<file path="src/rtl/panel_bus_pkg.sv">
// panel_bus_pkg: shared definitions for the panel byte-stream to Avalon-MM master.
// Holds the FSM state encoding, command byte layout and default sizing constants.
package panel_bus_pkg;

    // Controller states
    typedef enum logic [1:0] {
        ST_IDLE    = 2'd0,
        ST_GETDATA = 2'd1,
        ST_BUS     = 2'd2,
        ST_SEND    = 2'd3
    } state_t;

    // Command byte: bit 7 selects read (1) or write (0)
    localparam int CMD_RD = 7;

    // Default word geometry and bus watchdog length
    localparam int NBYTES_DEF  = 4;
    localparam int DATA_W_DEF  = 8 * NBYTES_DEF;
    localparam int TIMEOUT_DEF = 1024;

    // True when every bit between the address field and the read flag is zero
    function automatic logic cmd_pad_ok(input logic [7:0] b, input int addr_w);
        logic ok;
        ok = 1'b1;
        for (int i = 0; i < 7; i++) begin
            if (i >= addr_w && b[i]) begin
                ok = 1'b0;
            end
        end
        return ok;
    endfunction

endpackage

</file>
<file path="src/rtl/panel_bus_byteser.sv">
// panel_bus_byteser: NBYTES-wide word register with a byte cursor.
// Gathers bytes LSB first into the word (push) and scatters the word back out
// LSB first (pop). A parallel load replaces the whole word and rewinds the cursor.
module panel_bus_byteser
    import panel_bus_pkg::*;
#(
    parameter int NBYTES = NBYTES_DEF
) (
    input  logic                  clk,
    input  logic                  reset,
    input  logic                  i_clr,
    input  logic                  i_load,
    input  logic [8*NBYTES-1:0]   i_load_word,
    input  logic                  i_push,
    input  logic [7:0]            i_push_byte,
    input  logic                  i_pop,
    output logic [8*NBYTES-1:0]   o_word,
    output logic [7:0]            o_byte,
    output logic                  o_last
);

    localparam int CW = (NBYTES > 1) ? $clog2(NBYTES) : 1;

    logic [CW-1:0]        r_cnt;
    logic [8*NBYTES-1:0]  r_word;
    logic [CW-1:0]        w_cnt_next;

    assign o_last     = (r_cnt == CW'(NBYTES - 1));
    assign w_cnt_next = o_last ? '0 : r_cnt + CW'(1);
    assign o_word     = r_word;
    assign o_byte     = r_word[8*r_cnt +: 8];

    // Word storage and byte cursor; load wins over rewind, rewind over push/pop
    always_ff @(posedge clk or posedge reset) begin
        if (reset) begin
            r_cnt  <= '0;
            r_word <= '0;
        end else if (i_load) begin
            r_word <= i_load_word;
            r_cnt  <= '0;
        end else if (i_clr) begin
            r_cnt  <= '0;
        end else if (i_push) begin
            r_word[8*r_cnt +: 8] <= i_push_byte;
            r_cnt                <= w_cnt_next;
        end else if (i_pop) begin
            r_cnt  <= w_cnt_next;
        end
    end

endmodule

</file>
<file path="src/rtl/panel_bus_master.sv">
// panel_bus_master: host byte stream to Avalon-MM master bridge.
// One command byte (bit7 read/write, low bits address) per bus access; writes
// carry NBYTES data bytes LSB first, reads return NBYTES bytes LSB first.
// Optional bus watchdog: define PANEL_BUS_MASTER_TIMEOUT_EN.
module panel_bus_master
    import panel_bus_pkg::*;
#(
    parameter int ADDR_W  = 5,
    parameter int NBYTES  = NBYTES_DEF,
    parameter int TIMEOUT = TIMEOUT_DEF
) (
    input  logic                  clk,
    input  logic                  reset,
    input  logic [7:0]            rx_data,
    input  logic                  rx_valid,
    output logic                  rx_ready,
    output logic [7:0]            tx_data,
    output logic                  tx_valid,
    input  logic                  tx_ready,
    output logic [ADDR_W-1:0]     m_address,
    output logic                  m_write,
    output logic                  m_read,
    output logic [8*NBYTES-1:0]   m_writedata,
    input  logic [8*NBYTES-1:0]   m_readdata,
    input  logic                  m_waitrequest,
    output logic                  busy,
    output logic                  err
);

    localparam int DATA_W = 8 * NBYTES;

    state_t               r_state;
    state_t               w_state_nxt;
    logic [ADDR_W-1:0]    r_m_address;
    logic                 r_m_read;
    logic                 r_m_write;
    logic                 r_err;

    logic                 w_rx_fire;
    logic                 w_cmd_ok;
    logic                 w_timeout;
    logic                 w_ser_clr;
    logic                 w_ser_load;
    logic [DATA_W-1:0]    w_ser_load_word;
    logic                 w_ser_push;
    logic                 w_ser_pop;
    logic [DATA_W-1:0]    w_ser_word;
    logic [7:0]           w_ser_byte;
    logic                 w_ser_last;
    logic                 w_set_rd;
    logic                 w_set_wr;
    logic                 w_strobe_clr;
    logic                 w_addr_ld;
    logic                 w_err_set;

    assign rx_ready    = (r_state == ST_IDLE) || (r_state == ST_GETDATA);
    assign tx_valid    = (r_state == ST_SEND);
    assign tx_data     = (r_state == ST_SEND) ? w_ser_byte : 8'h00;
    assign busy        = (r_state != ST_IDLE);
    assign err         = r_err;
    assign m_address   = r_m_address;
    assign m_read      = r_m_read;
    assign m_write     = r_m_write;
    assign m_writedata = w_ser_word;

    assign w_rx_fire = rx_valid && rx_ready;
    assign w_cmd_ok  = cmd_pad_ok(rx_data, ADDR_W);

`ifdef PANEL_BUS_MASTER_TIMEOUT_EN
    logic [15:0] r_to_cnt;

    assign w_timeout = (r_state == ST_BUS) && m_waitrequest &&
                       (r_to_cnt == 16'(TIMEOUT - 1));

    // Count consecutive stalled cycles of the current bus access
    always_ff @(posedge clk or posedge reset) begin
        if (reset) begin
            r_to_cnt <= '0;
        end else if ((r_state == ST_BUS) && m_waitrequest && !w_timeout) begin
            r_to_cnt <= r_to_cnt + 16'd1;
        end else begin
            r_to_cnt <= '0;
        end
    end
`else
    // No watchdog in this build; TIMEOUT stays in the parameter list so both
    // builds instantiate identically
    assign w_timeout = 1'b0 && (TIMEOUT != 0);
`endif

    // Shared gather/scatter word: write data in, read data out
    panel_bus_byteser #(
        .NBYTES (NBYTES)
    ) u_ser (
        .clk         (clk),
        .reset       (reset),
        .i_clr       (w_ser_clr),
        .i_load      (w_ser_load),
        .i_load_word (w_ser_load_word),
        .i_push      (w_ser_push),
        .i_push_byte (rx_data),
        .i_pop       (w_ser_pop),
        .o_word      (w_ser_word),
        .o_byte      (w_ser_byte),
        .o_last      (w_ser_last)
    );

    // State register
    always_ff @(posedge clk or posedge reset) begin
        if (reset) begin
            r_state <= ST_IDLE;
        end else begin
            r_state <= w_state_nxt;
        end
    end

    // Next-state decode and per-cycle control pulses
    always_comb begin
        w_state_nxt     = r_state;
        w_ser_clr       = 1'b0;
        w_ser_load      = 1'b0;
        w_ser_load_word = m_readdata;
        w_ser_push      = 1'b0;
        w_ser_pop       = 1'b0;
        w_set_rd        = 1'b0;
        w_set_wr        = 1'b0;
        w_strobe_clr    = 1'b0;
        w_addr_ld       = 1'b0;
        w_err_set       = 1'b0;

        case (r_state)
            ST_IDLE: begin
                if (w_rx_fire) begin
                    if (!w_cmd_ok) begin
                        // Malformed command is swallowed; stay idle
                        w_err_set = 1'b1;
                    end else begin
                        w_addr_ld = 1'b1;
                        if (rx_data[CMD_RD]) begin
                            w_set_rd    = 1'b1;
                            w_state_nxt = ST_BUS;
                        end else begin
                            w_ser_clr   = 1'b1;
                            w_state_nxt = ST_GETDATA;
                        end
                    end
                end
            end

            ST_GETDATA: begin
                if (w_rx_fire) begin
                    w_ser_push = 1'b1;
                    if (w_ser_last) begin
                        w_set_wr    = 1'b1;
                        w_state_nxt = ST_BUS;
                    end
                end
            end

            ST_BUS: begin
                // The strobe is high for the whole of BUS, so completion is
                // simply the first cycle without a stall
                if (!m_waitrequest) begin
                    w_strobe_clr = 1'b1;
                    if (r_m_read) begin
                        w_ser_load  = 1'b1;
                        w_state_nxt = ST_SEND;
                    end else begin
                        w_state_nxt = ST_IDLE;
                    end
                end else if (w_timeout) begin
                    w_strobe_clr = 1'b1;
                    w_err_set    = 1'b1;
                    if (r_m_read) begin
                        w_ser_load      = 1'b1;
                        w_ser_load_word = '1;
                        w_state_nxt     = ST_SEND;
                    end else begin
                        w_state_nxt = ST_IDLE;
                    end
                end
            end

            ST_SEND: begin
                if (tx_ready) begin
                    w_ser_pop = 1'b1;
                    if (w_ser_last) begin
                        w_state_nxt = ST_IDLE;
                    end
                end
            end

            default: begin
                w_state_nxt = ST_IDLE;
            end
        endcase
    end

    // Bus strobes: raised on entry to BUS, dropped when the access ends
    always_ff @(posedge clk or posedge reset) begin
        if (reset) begin
            r_m_read  <= 1'b0;
            r_m_write <= 1'b0;
        end else if (w_strobe_clr) begin
            r_m_read  <= 1'b0;
            r_m_write <= 1'b0;
        end else begin
            if (w_set_rd) begin
                r_m_read <= 1'b1;
            end
            if (w_set_wr) begin
                r_m_write <= 1'b1;
            end
        end
    end

    // Address latch, loaded from each well-formed command byte
    always_ff @(posedge clk or posedge reset) begin
        if (reset) begin
            r_m_address <= '0;
        end else if (w_addr_ld) begin
            r_m_address <= rx_data[ADDR_W-1:0];
        end
    end

    // Sticky error flag, cleared only by reset
    always_ff @(posedge clk or posedge reset) begin
        if (reset) begin
            r_err <= 1'b0;
        end else if (w_err_set) begin
            r_err <= 1'b1;
        end
    end

endmodule
</file>
<file path="config.mk">
export PLATFORM = sky130hd
export DESIGN_NAME = panel_bus_master
export DESIGN_NICKNAME = d
export VERILOG_FILES = /design/src/rtl/panel_bus_pkg.sv /design/src/rtl/panel_bus_byteser.sv /design/src/rtl/panel_bus_master.sv
export SDC_FILE = /design/constraint.sdc
export NUM_CORES = 1
export LEC_CHECK = 0
export ABC_AREA = 1
export CAP_MARGIN = 20
export CORE_AREA = 2 2 120 64
export DETAILED_ROUTE_END_ITERATION = 8
export DIE_AREA = 0 0 122 66
export PLACE_DENSITY_LB_ADDON = 0.2
export SLEW_MARGIN = 20
export SYNTH_ARGS = -nofsm -noshare
export SYNTH_HDL_FRONTEND = slang
export SYNTH_SLANG_ARGS = --single-unit
</file>
<file path="constraint.sdc">
create_clock -name clk -period 1.95 [get_ports clk]
set_input_delay 0.39 -clock clk [delete_from_list [all_inputs] [get_ports clk]]
set_output_delay 0.39 -clock clk [all_outputs]
set_load 0.02 [all_outputs]
</file>
After elaboration in Yosys (flattened, before gate mapping)
Index checks and enable logic that the tools add are counted.
{ "word_totals": {"mem_count": 0, "rom_bits": 0, "ram_bits": 0, "elab_cells": 86, "latch_bits": 0, "in_bits": 45, "regBits": 44} }
{ "op_classes": {"order_cmp": 0, "add_sub_neg": 2, "multipliers": 0, "bitwise": 0, "shifts": 3, "n_reduce_logical": 10, "n_eq_ne": 12, "div": 0, "muxes": 52} }
{ "op_table": {"columns": ["cell", "count"], "rows": [
  ["32-bit 2-to-1 mux", 3],
  ["5-bit negator with 34-bit output", 1],
  ["8-bit by 34-bit variable shift with 32-bit output, first input constant", 1],
  ["8-bit by 34-bit indexed part select with 32-bit output", 1],
  ["32-bit bitwise mux", 1],
  ["1-bit 2-to-1 mux", 32],
  ["32-bit by 6-bit indexed part select with 8-bit output", 1],
  ["2-bit 2-to-1 mux", 14],
  ["2-bit inequality test, second input constant", 5],
  ["8-bit 2-to-1 mux", 1],
  ["2-bit case mux with 4 select lines", 1],
  ["2-bit nonzero test", 4],
  ["7-bit AND reduction", 1],
  ["2-bit == test, second input constant", 3],
  ["2-bit by 1-bit inequality test with 1-bit output, second input constant", 3],
  ["4-bit nonzero test", 1],
  ["2-bit by 1-bit adder with 2-bit output, second input constant", 1],
  ["2-bit by 1-bit == test with 1-bit output, second input constant", 1],
  ["2-bit zero test", 1],
  ["2-bit AND reduction", 1],
  ["1-bit logical AND", 1],
  ["1-bit logical OR", 1]
]} }

Depth between registers and ports, before layout
{ "depth": {"ltp_word": 8, "ltp_mapped": 11, "ltp_nobuf": 8} }

Modules after synthesis
From an unflattened synthesis, not the netlist that was laid out.
{ "unflattened": {"cells_unflattened": 436, "area_unflattened_um2": 2959.1} }
{ "by_module_without_submodules": {"columns": ["module", "area_per_inst_um2", "instances", "cells_each", "seq_area_each_um2"], "rows": [
  ["panel_bus_byteser", 2280.9, 1, 337, 850.8],
  ["panel_bus_master", 678.2, 1, 99, 250.2]
]} }

Worst setup path before layout
No wires, ideal clock.
{ "synth_timing": {"path_type": "register -> register", "startpoint": "register u_ser.r_cnt[0]", "endpoint": "register u_ser.r_word[24], in the netlist u_ser.o_word[24]", "setup_time_ps": 65, "required_time_ps": 1885, "path_stages_with_launch": 11, "t_arrival_ps": 1961, "slack_ps": -76, "path_cell_list": "dfrtp_1 -> buf_2 -> clkinv_1 -> clkbuf_1 -> ha_1 -> inv_1 -> clkbuf_1 -> nand3_1 -> o21ai_0 -> nand3_1 -> nand2_1"} }
{ "synth_via": {"elab_chain_len": 6, "word_cells_on_any_way": 7} }
{ "synth_lines": {"columns": ["element", "line_no", "text"], "rows": [
  ["from (decl)", "panel_bus_byteser.sv:24", "logic [CW-1:0] r_cnt;"],
  ["from (signal assigned)", "panel_bus_byteser.sv:45", "r_cnt <= w_cnt_next;"],
  ["from (signal assigned)", "panel_bus_byteser.sv:47", "r_cnt <= w_cnt_next;"],
  ["5-bit negator with 34-bit output *", "panel_bus_byteser.sv:44", "r_word[8*r_cnt +: 8] <= i_push_byte;"],
  ["8-bit by 34-bit indexed part select with 32-bit output or 8-bit by 34-bit variable shift with 32-bit output (tied branches)", "panel_bus_byteser.sv:44", null],
  ["32-bit bitwise mux *", "panel_bus_byteser.sv:44", null],
  ["32-bit 2-to-1 mux *", "panel_bus_byteser.sv:43", "end else if (i_push) begin"],
  ["32-bit 2-to-1 mux *", "panel_bus_byteser.sv:41", "end else if (i_clr) begin"],
  ["32-bit 2-to-1 mux *", "panel_bus_byteser.sv:38", "end else if (i_load) begin"],
  ["to (signal assigned)", "panel_bus_byteser.sv:39", "r_word <= i_load_word;"],
  ["to (signal, indexed assignment)", "panel_bus_byteser.sv:44", null],
  ["to (decl)", "panel_bus_byteser.sv:25", "logic [8*NBYTES-1:0] r_word;"]
]} }
Mark *: on every way between the ends. The rest lies on a longest branch, timed or not. The select of a mux whose other input is x is not followed.
A chain may end at the register's enable or synchronous reset.

Worst setup path after layout
{ "layout_timing": {"startpoint": "register u_ser.r_cnt[1]", "endpoint": "output port tx_data[4]"} }
{ "layout_via": {"elab_chain_len": 2} }
{ "layout_lines": {"columns": ["element", "line_no", "text"], "rows": [
  ["32-bit by 6-bit indexed part select with 8-bit output", "panel_bus_byteser.sv:31", "assign o_byte = r_word[8*r_cnt +: 8];"],
  ["8-bit 2-to-1 mux", "panel_bus_master.sv:58", "assign tx_data = (r_state == ST_SEND) ? w_ser_byte : 8'h00;"],
  ["to (decl)", "panel_bus_master.sv:17", "output logic [7:0] tx_data,"]
]} }
Every way passes these cells.

==> impl_metrics.tcl <==
set metrics [dict create \
    ctsHtreeMaxLevel 2 \
    core_area_mm2 0.00702 \
    diodes 0 \
    outcome "completed" \
    cts_buffers 5 \
    worst_hold_slack_ns 0.372 \
    grt_pass1_wl_um 15300 \
    power.share.clock_pct 15.0 \
    grt_max_degree 39 \
    cp_num_buf_inv 2 \
    hold_viol_final 0 \
    ir_drop_mv 0.678 \
    clockBufferDepth 2 \
    crit_family "buffers and inverters" \
    hpwl_um 7630 \
    worst_pin_slew_ns 0.499 \
    max_stage_delay_ns 0.40 \
    start_util_pct 40.6 \
    p_per_area_mw_per_mm2 1410 \
    dieHeight_um 66 \
    num_vias 3267 \
    syn_to_final_growth_pct 47.1 \
    postSynthCellCount 423 \
    slew_headroom_pct 66.5 \
    required_ns 1.56 \
    power_frac_comb_pct 56.8 \
    arrival_ns 1.52 \
    hold_class "input port to asynchronous set/reset pin" \
    gr-usage-all-layers_pct 25.6 \
    final_area_mm2 0.00419 \
    finalSetupViolations 0 \
    drv_cap 0 \
    vias_per_cell 5.23 \
    period_needed_ns 1.91 \
    wl_per_cell_um 15.9 \
    postSynthRegisterBits 44 \
    slew_violations 0 \
    final_util_pct 59.7 \
    fin_skew_ns 0.00538 \
    nets 579 \
    cts_sinks 44 \
    setup.worst_path.end_class "primary output" \
    crit_type "flip-flop to primary output" \
    drc 0 \
    grt_pass1_vias 2890 \
    synth_area_leaders "dfrtp_1 (39%), nand2_1 (18%), nand3_1 (11%)" \
    synth_nets 473 \
    netlist_area_mm2 0.00285 \
    p_int_uw 3190 \
    timing.final.crit_share_pct 97.7 \
    tritoncts "done" \
    critPathSlowestCell "dfrtp_1" \
    cts.clk_slew.worst_paths_ns 0.06 \
    p_sw_uw 2700 \
    max_freq_ghz 0.525 \
    grt_antenna_before_repair 0 \
    synth_cell_types 20 \
    yosysTopAreaCellShare_pct 38.6 \
    firstDrtPassIters 5 \
    die-area_mm2 0.00805 \
    cts_hold_buf 0 \
    first_iter_violations 328 \
    swShare_pct 45.8 \
    wl_um 9960 \
    critPathMaxFanout 11 \
    root_buffer "clkbuf_16" \
    syn_area_per_cell_um2 6.74 \
    fillCellCount 652 \
    io-pin-count 96 \
    ant_nets 0 \
    synth_largest_area_cell "dfrtp_1" \
    crit_chain "buf_4 > nor2_1 > o21ai_0 > a21oi_1 > clkdlybuf4s15_2" \
    io_buffers 95 \
    leakagePower_uw 0.00204 \
    yosys_warnings 0 \
    fin_setup_tns_ns 0 \
    cp-start-kind "flip-flop" \
    grt.overflow.total 0 \
    placedInstanceArea_mm2 0.00406 \
    p_seq_share_pct 28.2 \
    gp_congestion 0.947 \
    drive_gt1_share_pct 9.45 \
    clk_latency_ns 0.29 \
    yosysSeqAreaShare_pct 38.6 \
    die_w_um 122 \
    fp-row-count 22 \
]
==> metal layers <==
metal / vias up / routed length (µm) / track usage (%)
met5: - / 0 / 0
met2: 183 / 3770 / 34.3
met4: 0 / 60 / 4.17
met1: 1485 / 4860 / 40.0
met3: 8 / 1280 / 8.02
li1: 1591 / - / -
==> worst reg2reg max path: cells and delay by family (launching register included) <==
family | cells | cell delay, ns
buffers and inverters | 2 | 0.38
AO/OA/AOI/OAI | 1 | 0.27
adder cells (fa/ha/maj) | 1 | 0.36
flip-flops | 1 | 0.39
AND/OR/NAND/NOR | 3 | 0.38
==> through the flow <==
step                cells  setup slack, ns  power (µW)
finish                625           0.0445        5890
global placement      618          -0.0328        4890
global route          625          -0.0111        6290
detailed placement    618          -0.0489        4940
CTS                   625       -0.0000873        5840
floorplan             423           0.0228        3390
==> flip-flops by register name (all words and copies together), names as in the netlist <==
register	flops
u_ser.o_word	32
m_address	5
r_state	2
u_ser.r_cnt	2
err	1
m_read	1
m_write	1
==> power groups by stage <==
| stage | clock (µW) | combinational [µW] | sequential, µW |
|---|---|---|---|
| finish | 881 | 3350 | 1660 |
| global route | 943 | 3660 | 1700 |
| CTS | 896 | 3310 | 1630 |
| detailed placement | 0 | 3300 | 1640 |
| global placement | 0 | 3240 | 1650 |
| floorplan | 0 | 1500 | 1890 |
==> path summary, 6_finish.rpt <==
path	start	endpoint	slack [ns]	depth (start not counted)
setup / recovery	u_ser.r_cnt[1]	tx_data[4]	0.04	5
hold / removal	reset	u_ser.o_word[18]	0.37	2
setup reg to reg	u_ser.r_cnt[1]	u_ser.o_word[13]	0.11	7
hold reg to reg	m_address[2]	m_address[2]	0.47	2
max in group asynchronous	reset	u_ser.o_word[4]	1.07	3
min in group clk	m_address[2]	m_address[2]	0.47	2
==> cells in the mapped netlist (all sizes together) <==
master / instances
nor3: 1
inv: 30
nand3: 62
o21ai: 42
clkbuf: 9
nand2: 139
clkinv: 2
dfrtp: 44
nand3b: 24
buf: 9
ha: 5
a21oi: 12
nor2: 42
o21bai: 2
==> placed cells by master, fill, tap and decap left out, drive strengths merged <==
cell type and instances:
nand3b 24, buf 29, nor3 1, o21ai 42
clkbuf 7, inv 29, clkdlybuf4s15 1, a21oi 12
dfrtp 44, clkinvlp 1, ha 5, nand3 62
o21bai 2, dlygate4sd2 3, nand2 139, clkinv 2
clkdlybuf4s50 84, nor2 42
==> logic make-up after synthesis <==
group                    share of synthesized area (%)
adder cells (fa/ha/maj)                           2.20
AND/OR/NAND/NOR                                   42.0
buffers and inverters                             7.11
AO/OA/AOI/OAI                                     10.0
flip-flops                                        38.6
==> area by class of cell <==
class	instances	area [µm²]	share of cell area (%)
flip-flops and latches	44	1100	26.3
multi-input cells	329	1560	37.1
repair buffers	117	1130	27.1
clock buffers	7	153	3.64
well taps	96	120	2.87
inverters	32	125	2.99
==> timing repair <==
item,4_1_cts,5_1_grt
gates resized for setup,33,16
setup buffers,0,0
setup endpoints to repair,10,20
cloned,0,0
Power figures use the tool's default switching activity.
